**src/rtl/div_arbiter_if.sv**
```systemverilog
// Bundle of requester-side and divider-side signals around the shared divider arbiter.
// master: the arbiter; slave: requesters plus the divider.
interface div_arbiter_if #(
    parameter int unsigned DIV_WIDTH = 12,
    parameter int unsigned IN_WIDTH  = 16
);
    logic                 spd_req;
    logic [IN_WIDTH-1:0]  spd_divisor;
    logic                 avg_req;
    logic [IN_WIDTH-1:0]  avg_divisor;
    logic                 div_ready;
    logic [DIV_WIDTH-1:0] div_res;
    logic                 div_select;
    logic                 div_en;
    logic                 spd_grant;
    logic                 avg_grant;
    logic                 spd_done;
    logic                 avg_done;
    logic [DIV_WIDTH-1:0] result;
    logic                 div_zero;
    logic                 timeout;

    modport master (
        input  spd_req, spd_divisor, avg_req, avg_divisor, div_ready, div_res,
        output div_select, div_en, spd_grant, avg_grant, spd_done, avg_done, result,
               div_zero, timeout
    );

    modport slave (
        output spd_req, spd_divisor, avg_req, avg_divisor, div_ready, div_res,
        input  div_select, div_en, spd_grant, avg_grant, spd_done, avg_done, result,
               div_zero, timeout
    );
endinterface

```
**src/rtl/div_arbiter.sv**
```systemverilog
// Time-shares one divider between the speed (port 0) and average-speed (port 1) requesters.
// Define DIV_ARB_WATCHDOG_EN to abort a WAIT that exceeds TIMEOUT_CYCLES.
module div_arbiter #(
    parameter int unsigned DIV_WIDTH      = 12,
    parameter int unsigned IN_WIDTH       = 16
`ifdef DIV_ARB_WATCHDOG_EN
    ,
    parameter int unsigned TIMEOUT_CYCLES = 64
`endif
) (
    input logic           clk_i,
    input logic           rst_ni,
    div_arbiter_if.master bus
);

    typedef enum logic [2:0] {StIdle, StSetup, StLaunch, StWait, StDone} state_e;

    state_e               state_q, state_d;
    logic                 owner_q, owner_d;  // 0 = speed, 1 = average
    logic                 last_q, last_d;
    logic [DIV_WIDTH-1:0] result_q, result_d;
    logic                 zero_q, zero_d;
    logic                 divisor_zero;

`ifdef DIV_ARB_WATCHDOG_EN
    localparam int unsigned CntW = $clog2(TIMEOUT_CYCLES + 1);
    logic [CntW-1:0] cnt_q, cnt_d, cnt_inc;
    logic            tmo_q, tmo_d;

    assign cnt_inc     = cnt_q + CntW'(1);
    assign bus.timeout = (state_q == StDone) && tmo_q;
`else
    assign bus.timeout = 1'b0;
`endif

    assign divisor_zero = owner_q ? (bus.avg_divisor == '0) : (bus.spd_divisor == '0);

    always_comb begin
        state_d  = state_q;
        owner_d  = owner_q;
        last_d   = last_q;
        result_d = result_q;
        zero_d   = zero_q;
`ifdef DIV_ARB_WATCHDOG_EN
        cnt_d    = cnt_q;
        tmo_d    = tmo_q;
`endif
        unique case (state_q)
            StIdle: begin
                zero_d = 1'b0;
`ifdef DIV_ARB_WATCHDOG_EN
                cnt_d  = '0;
                tmo_d  = 1'b0;
`endif
                // Contention goes to whichever port did not own the previous operation.
                if (bus.spd_req && bus.avg_req) begin
                    owner_d = ~last_q;
                    state_d = StSetup;
                end else if (bus.spd_req) begin
                    owner_d = 1'b0;
                    state_d = StSetup;
                end else if (bus.avg_req) begin
                    owner_d = 1'b1;
                    state_d = StSetup;
                end
            end
            StSetup: begin
                if (divisor_zero) begin
                    result_d = '1;
                    zero_d   = 1'b1;
                    state_d  = StDone;
                end else begin
                    state_d  = StLaunch;
                end
            end
            StLaunch: state_d = StWait;
            StWait: begin
`ifdef DIV_ARB_WATCHDOG_EN
                cnt_d = cnt_inc;
`endif
                if (bus.div_ready) begin
                    result_d = bus.div_res;
                    state_d  = StDone;
                end
`ifdef DIV_ARB_WATCHDOG_EN
                else if (cnt_inc == CntW'(TIMEOUT_CYCLES)) begin
                    result_d = '1;
                    tmo_d    = 1'b1;
                    state_d  = StDone;
                end
`endif
            end
            StDone: begin
                last_d  = owner_q;
                state_d = StIdle;
            end
            default: state_d = StIdle;
        endcase
    end

    always_ff @(posedge clk_i or negedge rst_ni) begin
        if (!rst_ni) begin
            state_q  <= StIdle;
            owner_q  <= 1'b0;
            last_q   <= 1'b1;
            result_q <= '0;
            zero_q   <= 1'b0;
`ifdef DIV_ARB_WATCHDOG_EN
            cnt_q    <= '0;
            tmo_q    <= 1'b0;
`endif
        end else begin
            state_q  <= state_d;
            owner_q  <= owner_d;
            last_q   <= last_d;
            result_q <= result_d;
            zero_q   <= zero_d;
`ifdef DIV_ARB_WATCHDOG_EN
            cnt_q    <= cnt_d;
            tmo_q    <= tmo_d;
`endif
        end
    end

    assign bus.div_select = owner_q;
    assign bus.div_en     = (state_q == StLaunch);
    assign bus.spd_grant  = (state_q != StIdle) && !owner_q;
    assign bus.avg_grant  = (state_q != StIdle) && owner_q;
    assign bus.spd_done   = (state_q == StDone) && !owner_q;
    assign bus.avg_done   = (state_q == StDone) && owner_q;
    assign bus.div_zero   = (state_q == StDone) && zero_q;
    assign bus.result     = result_q;

endmodule

```
**src/flat_wrapper.sv**
```systemverilog
// flat-port wrapper written by rule: the top's interface ports become plain ports
module div_arbiter_flat 
#(
    parameter int unsigned DIV_WIDTH      = 12,
    parameter int unsigned IN_WIDTH       = 16

)
  (clk_i, rst_ni, bus_spd_req, bus_spd_divisor, bus_avg_req, bus_avg_divisor, bus_div_ready, bus_div_res, bus_div_select, bus_div_en, bus_spd_grant, bus_avg_grant, bus_spd_done, bus_avg_done, bus_result, bus_div_zero, bus_timeout);
  div_arbiter_if #(.DIV_WIDTH(DIV_WIDTH), .IN_WIDTH(IN_WIDTH)) bus_i ();
  input logic clk_i;
  input logic rst_ni;
  input wire logic [$bits(bus_i.spd_req)-1:0] bus_spd_req;
  input wire logic [$bits(bus_i.spd_divisor)-1:0] bus_spd_divisor;
  input wire logic [$bits(bus_i.avg_req)-1:0] bus_avg_req;
  input wire logic [$bits(bus_i.avg_divisor)-1:0] bus_avg_divisor;
  input wire logic [$bits(bus_i.div_ready)-1:0] bus_div_ready;
  input wire logic [$bits(bus_i.div_res)-1:0] bus_div_res;
  output wire logic [$bits(bus_i.div_select)-1:0] bus_div_select;
  output wire logic [$bits(bus_i.div_en)-1:0] bus_div_en;
  output wire logic [$bits(bus_i.spd_grant)-1:0] bus_spd_grant;
  output wire logic [$bits(bus_i.avg_grant)-1:0] bus_avg_grant;
  output wire logic [$bits(bus_i.spd_done)-1:0] bus_spd_done;
  output wire logic [$bits(bus_i.avg_done)-1:0] bus_avg_done;
  output wire logic [$bits(bus_i.result)-1:0] bus_result;
  output wire logic [$bits(bus_i.div_zero)-1:0] bus_div_zero;
  output wire logic [$bits(bus_i.timeout)-1:0] bus_timeout;
  assign bus_i.spd_req = bus_spd_req;
  assign bus_i.spd_divisor = bus_spd_divisor;
  assign bus_i.avg_req = bus_avg_req;
  assign bus_i.avg_divisor = bus_avg_divisor;
  assign bus_i.div_ready = bus_div_ready;
  assign bus_i.div_res = bus_div_res;
  assign bus_div_select = bus_i.div_select;
  assign bus_div_en = bus_i.div_en;
  assign bus_spd_grant = bus_i.spd_grant;
  assign bus_avg_grant = bus_i.avg_grant;
  assign bus_spd_done = bus_i.spd_done;
  assign bus_avg_done = bus_i.avg_done;
  assign bus_result = bus_i.result;
  assign bus_div_zero = bus_i.div_zero;
  assign bus_timeout = bus_i.timeout;
  div_arbiter #(.DIV_WIDTH(DIV_WIDTH), .IN_WIDTH(IN_WIDTH)) u_core (.clk_i(clk_i), .rst_ni(rst_ni), .bus(bus_i));
endmodule
```
**config.mk**
```make
export PLATFORM = sky130hd
export DESIGN_NAME = div_arbiter_flat
export DESIGN_NICKNAME = d
export VERILOG_FILES = /design/src/rtl/div_arbiter_if.sv /design/src/rtl/div_arbiter.sv /design/src/flat_wrapper.sv
export SDC_FILE = /design/constraint.sdc
export NUM_CORES = 1
export LEC_CHECK = 0
export CORE_UTILIZATION = 29
export CTS_CLUSTER_SIZE = 30
export DETAILED_ROUTE_END_ITERATION = 10
export GPL_TIMING_DRIVEN = 0
export PLACE_DENSITY = 0.76
export SLEW_MARGIN = 20
export SYNTH_ARGS = -nofsm -noshare
export SYNTH_HDL_FRONTEND = slang
export SYNTH_SLANG_ARGS = --single-unit
```
**constraint.sdc**
```tcl
create_clock -name clk_i -period 1.4 [get_ports clk_i]
set_input_delay 0.21 -clock clk_i [delete_from_list [all_inputs] [get_ports clk_i]]
set_output_delay 0.21 -clock clk_i [all_outputs]
set_load 0.02 [all_outputs]
```
==> impl_metrics.tcl, run 1 <==
set metrics [dict create \
    outcome "complete, but fails checks" \
    violations "setup timing" \
    yosysMostFrequentCell "nor2_1" \
    yosysUniqueCellTypes 25 \
    clockRootBuffer "clkbuf_4" \
    sequentialPowerShare_pct 31.0 \
    antenna_found_initial 0 \
    synth.cell_area_um2 857 \
    synthFlopType "dfrtp_1" \
    avgViaCountPerCell 4.96 \
    routed_wl_mm 2.76 \
    nFillCells 235 \
    maxCapViolations 0 \
    fin_cells 213 \
    crit_type "flop to flop" \
    grt_pass1_wl_mm 4.45 \
    vias 1057 \
    synthCells 100 \
    hp-class "input pin to asynchronous set/reset pin" \
    grt_pass1_vias 1032 \
    ys_seq_elements 18 \
    min_period_ps 1610 \
    row_count 19 \
    clock.fmax_mhz 619 \
    critPathLaunch "u_core.state_q[2]" \
    initial_utilization_pct 30.8 \
    firstDrtPassIters 4 \
    ir_worst_vdd_uv 1310 \
    drt-initial-drc-count 29 \
    postLayoutCellArea_um2 1780 \
    cts_made_buffers 3 \
    rrSetupSlack_ps -210 \
    arrival_ps 1840 \
    hold_viol 0 \
    grt_use_total_pct 17.5 \
    cp-start-kind "flop" \
    combPwrFrac_pct 58.8 \
    clk_pin_slew_worst_paths_ps 100 \
    antenna_left 0 \
    htree_levels 1 \
    avgSynthCellArea_um2 8.57 \
    endpoint "u_core.bus.result[7]" \
    antenna_cells 0 \
    port_buffers 67 \
    fin_nets 232 \
    finalPower_mw 3.04 \
    syn_to_final_growth_pct 108 \
    synth.top_cell.area_share_pct 49.6 \
    reg2reg_depth 5 \
    io-pin-count 69 \
    gp_congestion 0.673 \
    hpwl_mm 2.04 \
    die_h_um 56.4 \
    power.share.switching_pct 40.3 \
    slew_viol_final 0 \
    p_per_area_nw_per_um2 1700 \
    worstPathRequired_ps 1620 \
    dpl-instance-area_um2 1570 \
    grt.overflow.total 0 \
    max_slew_margin_pct 46.9 \
    critPathCaptureType "flop" \
    core-area_um2 2780 \
    placedCellCount 198 \
    critPathMaxFanout 5 \
    finalClockSkew_ps 7.96 \
    clock-sinks 18 \
    r2r-end "u_core.bus.result[7]" \
    die_x_um 56.4 \
    dp_worst_setup_slack_ps -531 \
    min_period_over_period_pct 115 \
    synth_top_cell_by_area "dfrtp_1" \
    grt_max_degree 19 \
    synth-edff-count 0 \
    power.internal_mw 1.82 \
    rsz0062_at_grt "true" \
    synth_fp_nets 149 \
    die-area_um2 3180 \
    reg2reg_from "u_core.state_q[2]" \
    synthTopCellsByCount "31 x nor2_1, 17 x dfrtp_1, 13 x a21oi_1" \
    drive_gt1_share_pct 26.4 \
    avgRoutedWirePerCell_um 13.0 \
    tightest_slew_ps 794 \
    synth-seq-area-share_pct 52.7 \
    power.switching_mw 1.23 \
    ys_warn_count 0 \
    worstSkewPairLatency_ps 290 \
    synth.area.top_cells "dfrtp_1 50%, nor2_1 14%, a21oi_1 7.6%" \
    clockBufferDepth 2 \
    hold_buffers 0 \
    finalWorstSetupSlack_ps -215 \
    synthArstFlopShare_pct 100 \
    drc 0 \
    cts_tree "done" \
    clkPwrFrac_pct 10.1 \
    finalSetupViolCount 19 \
    p_leak_nw 0.732 \
]
per-stage QoR:
stage | utilization [%] | hold slack (ps) | setup TNS (ps)
final | 64.1 | 376 | -3610
after detailed placement | 56.3 | 510 | -7770
after global routing | 64.1 | 431 | -5260
after floorplan | - | -85.6 | -954
after CTS | 60.7 | 388 | -3600
after global placement | 56.3 | 499 | -7070
worst min-delay path by stage:
stage | from | end
global placement | u_core.last_q | u_core.last_q
CTS | rst_ni | u_core.bus.result[2]
floorplan | rst_ni | u_core.bus.div_select
global route | rst_ni | u_core.bus.result[2]
finish | rst_ni | u_core.bus.result[7]
detailed placement | u_core.last_q | u_core.last_q
what timing repair did:
| action | CTS | global route |
|---|---|---|
| setup buffers | 5 | 5 |
| gates cloned | 1 | 0 |
| gates resized for setup | 65 | 9 |
| pin swaps | 4 | 5 |
| setup endpoints to repair | 33 | 22 |
area by class of cell:
cell class                      instances  area [um^2]  share of cell area [%]
Buffer                                  4         26.3                    1.47
Clock buffer                            4         36.3                    2.03
Inverter                                1         3.75                   0.210
Multi-Input combinational cell         77          479                    26.9
Sequential cell                        18          455                    25.5
Tap cell                               31         38.8                    2.17
Timing Repair Buffer                   78          744                    41.7
critical path, cell delays in order, from the launching register on:
cell and delay [ps]:
dfrtp_2 440, or3b_4 410, nand3b_1 170, o32a_1 260, buf_4 180, a21oi_2 110
cell families after synthesis:
group           after synthesis  share of synthesized area, %
simple gates                 56                          29.6
compound gates               20                          13.7
flops                        18                          52.7
buf+inv                       5                          3.50
other cells                   1                         0.438
power groups by stage:
stage / Combinational (mW) / Clock (mW) / Sequential (mW)
after global routing: 1.93 / 0.342 / 0.974
final: 1.79 / 0.307 / 0.945
after global placement: 1.45 / 0 / 0.940
after CTS: 1.51 / 0.319 / 0.968
after detailed placement: 1.47 / 0 / 0.956
after floorplan: 0.524 / 0 / 1.16
cell usage in the layout (no fill, tap or decap), types with 3 or more instances in the layout:
cell	count
clkbuf_4	3
dlygate4sd2_1	13
nor2_1	29
clkdlybuf4s50_1	48
buf_6	5
a21oi_2	12
nor4_1	5
dfrtp_2	3
buf_4	11
nand2_1	6
dfrtp_1	14
routing by layer:
layer,global-route usage [%],wire length (um),vias up
met4,5.57,3,0
met3,5.76,338,2
met5,0,0,-
met1,19.5,1030,495
li1,-,-,507
met2,31.5,1380,53
flip-flops by register name, summed over array words and instances, names as in the netlist:
signal                 flops
u_core.bus.result         12
u_core.state_q             3
u_core.bus.div_select      1
u_core.last_q              1
u_core.zero_q              1
Power figures use the tool's default switching activity.
==> run 2: changes to the inputs <==
--- a/config.mk
+++ b/config.mk
@@ -10,6 +10,7 @@
 export DETAILED_ROUTE_END_ITERATION = 10
 export GPL_TIMING_DRIVEN = 0
 export PLACE_DENSITY = 0.76
+export REMOVE_ABC_BUFFERS = 1
 export SLEW_MARGIN = 20
 export SYNTH_ARGS = -nofsm -noshare
 export SYNTH_HDL_FRONTEND = slang
==> run 2 against run 1 <==
The flow still finishes with violations (setup timing). Critical path type unchanged. Register-to-register slack got worse by 40 ps. Largest cell class unchanged. Power decreased by 2.9%. Worst setup slack got worse by 40 ps. Fmax decreased by 2.4%. Clock power increased by 6%. Highest routed layer unchanged. Routed wire length increased by 11%. Hold slack got worse by 7.0 ps. Design area decreased by 3.4%. Sequential power increased by 2%. Critical path depth decreased by 1.
==> impl_metrics.tcl, run 2 (synthesized netlist as in run 1, its figures left out) <==
set metrics [dict create \
    maxCapViolations 0 \
    crit_type "flop to flop" \
    tightest_slew_ps 801 \
    clockRootBuffer "clkbuf_4" \
    finalWorstSetupSlack_ps -254 \
    drive_gt1_share_pct 23.9 \
    clock-sinks 18 \
    port_buffers 67 \
    grt_pass1_vias 1064 \
    slew_viol_final 0 \
    antenna_left 0 \
    hp-class "input pin to asynchronous set/reset pin" \
    layout_common_cells "48 x clkdlybuf4s50_1, 27 x nor2_1, 14 x dfrtp_1" \
    rrSetupSlack_ps -250 \
    min_period_ps 1650 \
    io-pin-count 69 \
    cts_tree "done" \
    htree_levels 1 \
    hold_viol 0 \
    outcome "complete, but fails checks" \
    antenna_found_initial 0 \
    dpl-instance-area_um2 1540 \
    cts_made_buffers 3 \
    crit_chain "or3b_4 -> nand3b_1 -> o32a_4 -> a21oi_2" \
    clock.fmax_mhz 604 \
    arrival_ps 1890 \
    grt_pass1_wl_mm 4.77 \
    worstSkewPairLatency_ps 300 \
    clk_pin_slew_worst_paths_ps 110 \
    critPathMaxFanout 7 \
    p_leak_nw 0.697 \
    die-area_um2 3180 \
    worstPathRequired_ps 1630 \
    drt-initial-drc-count 22 \
    fin_util_pct 62.0 \
    firstDrtPassIters 4 \
    finalClockSkew_ps 1.48 \
    syn_to_final_growth_pct 101 \
    hpwl_mm 2.11 \
    fin_tns_setup_ps -3910 \
    avgViaCountPerCell 5.01 \
    largest_reg_flops 12 \
    vias 1037 \
    drc 0 \
    grt_use_total_pct 19.3 \
    routed_wl_mm 3.07 \
    die_x_um 56.4 \
    clockBufferDepth 2 \
    grt.overflow.total 0 \
    rsz0062_at_grt "true" \
    critPathMaxStageDelay_ps 450 \
    critPathCaptureType "flop" \
    core-area_um2 2780 \
    layout_commonest_cell "clkdlybuf4s50_1" \
    min_period_over_period_pct 118 \
    p_per_area_nw_per_um2 1710 \
    die_h_um 56.4 \
    r2r-end "u_core.bus.result[7]" \
    avgRoutedWirePerCell_um 14.8 \
    grt_max_degree 19 \
    reg2reg_depth 4 \
    ir_worst_vdd_uv 1170 \
    row_count 19 \
    reg2reg_from "u_core.state_q[1]" \
    fin_cells 207 \
    antenna_cells 0 \
    finalSetupViolCount 20 \
    slowest_stage "dfrtp_2" \
    cp-start-kind "flop" \
    critical-path-top-delay-family "simple AND/OR/NAND/NOR gates" \
    initial_utilization_pct 30.8 \
    whs_ps 369 \
    postLayoutCellArea_um2 1720 \
    worst-path-buf-inv 0 \
    placedCellCount 194 \
    violations "setup timing" \
    gp_congestion 0.744 \
    max_slew_margin_pct 46.4 \
    fin_nets 226 \
]
run 2: changes by cell type in the layout (fill, tap and decap cells not counted), sizes merged:
cell	delta
o32a	+1
clkbuf	-1
buf	-6
run 2: report_power, final:
| group | total (mW) | switching, mW | internal, mW |
|---|---|---|---|
| sequential | 0.964 | 0.191 | 0.773 |
| clock | 0.326 | 0.168 | 0.159 |
| combinational | 1.66 | 0.867 | 0.797 |
run 2: worst max-delay path by stage:
| stage | startpoint | slack [ps] | cells past startpoint | end |
|---|---|---|---|---|
| finish | u_core.state_q[1] | -250 | 4 | u_core.bus.result[7] |
| global route | u_core.state_q[1] | -310 | 4 | u_core.bus.result[9] |
| CTS | u_core.state_q[1] | -190 | 4 | u_core.bus.result[7] |
| detailed placement | bus_avg_divisor[0] | -560 | 5 | u_core.bus.result[7] |
| global placement | bus_avg_divisor[0] | -500 | 5 | u_core.bus.result[5] |
| floorplan | u_core.state_q[1] | -110 | 3 | u_core.bus.result[5] |
run 2: timing repair:
item | CTS | global route
resized for setup | 60 | 9
pin swaps | 4 | 2
endpoints found under the setup margin | 33 | 22
gates cloned | 1 | 0
hold buffers | 0 | 0
buffers inserted | 5 | 3
run 2: metal layers:
metal  routed length, um  vias up  GRT usage, %
met5                   0        -             0
met4                  49        0          9.06
met3                 291        6          5.99
met2                1550       54          34.0
met1                1170      478          21.1
li1                    -      499             -
run 2: metrics by stage:
stage / setup WS [ps] / total power [mW]
final: -254 / 2.95
after global routing: -314 / 3.16
after CTS: -194 / 2.84
after detailed placement: -557 / 2.43
after global placement: -504 / 2.38
after floorplan: -114 / 1.67
run 2: layout make-up:
| class | count | area [um^2] |
|---|---|---|
| Fill cell | 239 | 1060 |
| Timing Repair Buffer | 75 | 709 |
| Multi-Input combinational cell | 78 | 480 |
| Sequential cell | 18 | 455 |
| Tap cell | 31 | 38.8 |
| Clock buffer | 4 | 36.3 |
| Inverter | 1 | 3.75 |
==> run 3: changes to the inputs <==
--- a/config.mk
+++ b/config.mk
@@ -5,11 +5,11 @@
 export SDC_FILE = /design/constraint.sdc
 export NUM_CORES = 1
 export LEC_CHECK = 0
-export CORE_UTILIZATION = 29
+export CORE_UTILIZATION = 25
 export CTS_CLUSTER_SIZE = 30
 export DETAILED_ROUTE_END_ITERATION = 10
 export GPL_TIMING_DRIVEN = 0
-export PLACE_DENSITY = 0.76
+export PLACE_DENSITY = 0.68
 export REMOVE_ABC_BUFFERS = 1
 export SLEW_MARGIN = 20
 export SYNTH_ARGS = -nofsm -noshare
==> run 3 against run 2 <==
The run still ends with setup timing left. Sequential share of layout area is 0.16 points lower. Power is 2.5% lower. Count of clock-buffer cells in the layout stayed put. Fmax is 0.29% lower. Largest power group unchanged. Worst setup slack worse by 4.9 ps.
==> impl_metrics.tcl, run 3 (synthesized netlist as in run 1, its figures left out) <==
set metrics [dict create \
    avgViaCountPerCell 4.74 \
    violations "setup timing" \
    critPathMaxFanout 7 \
    drc 0 \
    io-pin-count 69 \
    largest_reg_flops 12 \
    slowest_stage "dfrtp_2" \
    p_leak_nw 0.694 \
    placedCellCount 207 \
    finalWorstSetupSlack_ps -259 \
    cp-start-kind "flop" \
    drt-initial-drc-count 53 \
    rsz0062_at_grt "true" \
    finalSetupViolCount 20 \
    layout_commonest_cell "clkdlybuf4s50_1" \
    finalClockSkew_ps 4.60 \
    hp-class "input pin to asynchronous set/reset pin" \
    finalPower_mw 2.88 \
    grt_pass1_wl_mm 4.55 \
    htree_levels 1 \
    die-area_um2 3670 \
    p_per_area_nw_per_um2 1660 \
    critPathCaptureType "flop" \
    min_period_ps 1660 \
    arrival_ps 1880 \
    vias 1037 \
    routed_wl_mm 3.16 \
    fin_nets 225 \
    multiInputGateArea_um2 497 \
    clkPwrFrac_pct 10.9 \
    nFillCells 317 \
    clockRootBuffer "clkbuf_4" \
    crit_type "flop to flop" \
    seqCellArea_um2 457 \
    avgRoutedWirePerCell_um 14.4 \
    power.internal_mw 1.69 \
    outcome "complete, but fails checks" \
    port_buffers 67 \
    sequentialPowerShare_pct 33.3 \
    drive_gt1_share_pct 25.1 \
    max_slew_margin_pct 47.7 \
    slew_viol_final 0 \
    syn_to_final_growth_pct 103 \
    grt.overflow.total 0 \
    ir_worst_vdd_uv 987 \
    layout_common_cells "48 x clkdlybuf4s50_1, 29 x nor2_1, 13 x dlygate4sd2_1, 13 x dfrtp_1" \
    clockBufferDepth 2 \
    fin_cells 219 \
    gp_congestion 0.743 \
    rrSetupSlack_ps -260 \
    clock-sinks 18 \
    firstDrtPassIters 4 \
    hold_buffers 0 \
    critPathMaxStageDelay_ps 440 \
    worstSkewPairLatency_ps 290 \
    power.switching_mw 1.19 \
    cts_made_buffers 3 \
    min_period_over_period_pct 119 \
    initial_utilization_pct 27.2 \
    clk_pin_slew_worst_paths_ps 100 \
    maxCapViolations 0 \
    row_count 20 \
    grt_max_degree 19 \
    tightest_slew_ps 781 \
    cts_tree "done" \
    die_h_um 60.6 \
    core-area_um2 3150 \
    die_x_um 60.6 \
    hold_viol 0 \
    antenna_cells 0 \
    worstPathRequired_ps 1620 \
    hpwl_mm 2.21 \
    combPwrFrac_pct 55.9 \
    antenna_left 0 \
    grt_use_total_pct 17.2 \
    power.share.switching_pct 41.3 \
    clock.fmax_mhz 603 \
    antenna_found_initial 0 \
    grt_pass1_vias 1003 \
    crit_chain "or3b_4 -> nand3b_1 -> o32a_4 -> a21oi_2" \
]
## run 3: changes by cell type in the layout (fill, tap and decap cells not counted), sizes merged
cell	previous run	this run
clkbuf	5	4
## run 3: final timing paths
kind | startpoint | end | cells past startpoint
worst max-delay path | u_core.state_q[2] | u_core.bus.result[9] | 4
min in group clk_i | u_core.state_q[2] | u_core.state_q[0] | 1
worst min-delay path | rst_ni | u_core.zero_q | 1
worst min register to register | u_core.state_q[2] | u_core.state_q[0] | 1
max in group asynchronous | rst_ni | u_core.state_q[0] | 1
worst max register to register | u_core.state_q[2] | u_core.bus.result[9] | 4
## run 3: routing by layer
metal | up-vias | global-route usage (%) | wire [um]
met5 | - | 0 | 0
met4 | 0 | 6.17 | 21
met1 | 479 | 18.8 | 1300
met2 | 55 | 31.2 | 1580
li1 | 499 | - | -
met3 | 4 | 5.33 | 259
## run 3: through the flow
stage	hold slack (ps)	cell area [um^2]	worst slack [ps]	util, %	TNS [ps]
after floorplan	-85.6	831	-114	-	-1260
after global placement	503	1560	-477	49.4	-7400
after detailed placement	503	1560	-514	49.4	-8000
after CTS	376	1630	-234	51.7	-3470
after global routing	426	1740	-313	55.2	-4700
final	367	1740	-259	55.2	-3610
## run 3: critical path, delay by kind of cell (launching register included)
kind               cells  cell delay [ps]
and+or+nand+nor        2              680
AOI/OAI and AO/OA      2              480
DFF                    1              440
## run 3: power by group through the flow
stage          logic, mW  clock network (mW)  registers (mW)
2_1_floorplan      0.514                   0            1.16
3_3_place_gp        1.44                   0           0.940
3_5_place_dp        1.48                   0           0.961
6_report            1.61               0.313           0.959
5_1_grt             1.74               0.348           0.990
4_1_cts             1.41               0.327           0.966
## run 3: area by class of cell
class                      count  area share [%]
timing repair buffer          74            39.7
sequential                    18            26.3
tap                           44            3.17
clock buffer                   4            2.09
inverter                       1           0.216
multi-input combinational     78            28.6
## run 3: timing repair
action                     4_1_cts  5_1_grt
gates cloned                     1        0
setup endpoints to repair       33       22
pin swaps                        2        9
buffers inserted                 3        4
resized for setup               52       19
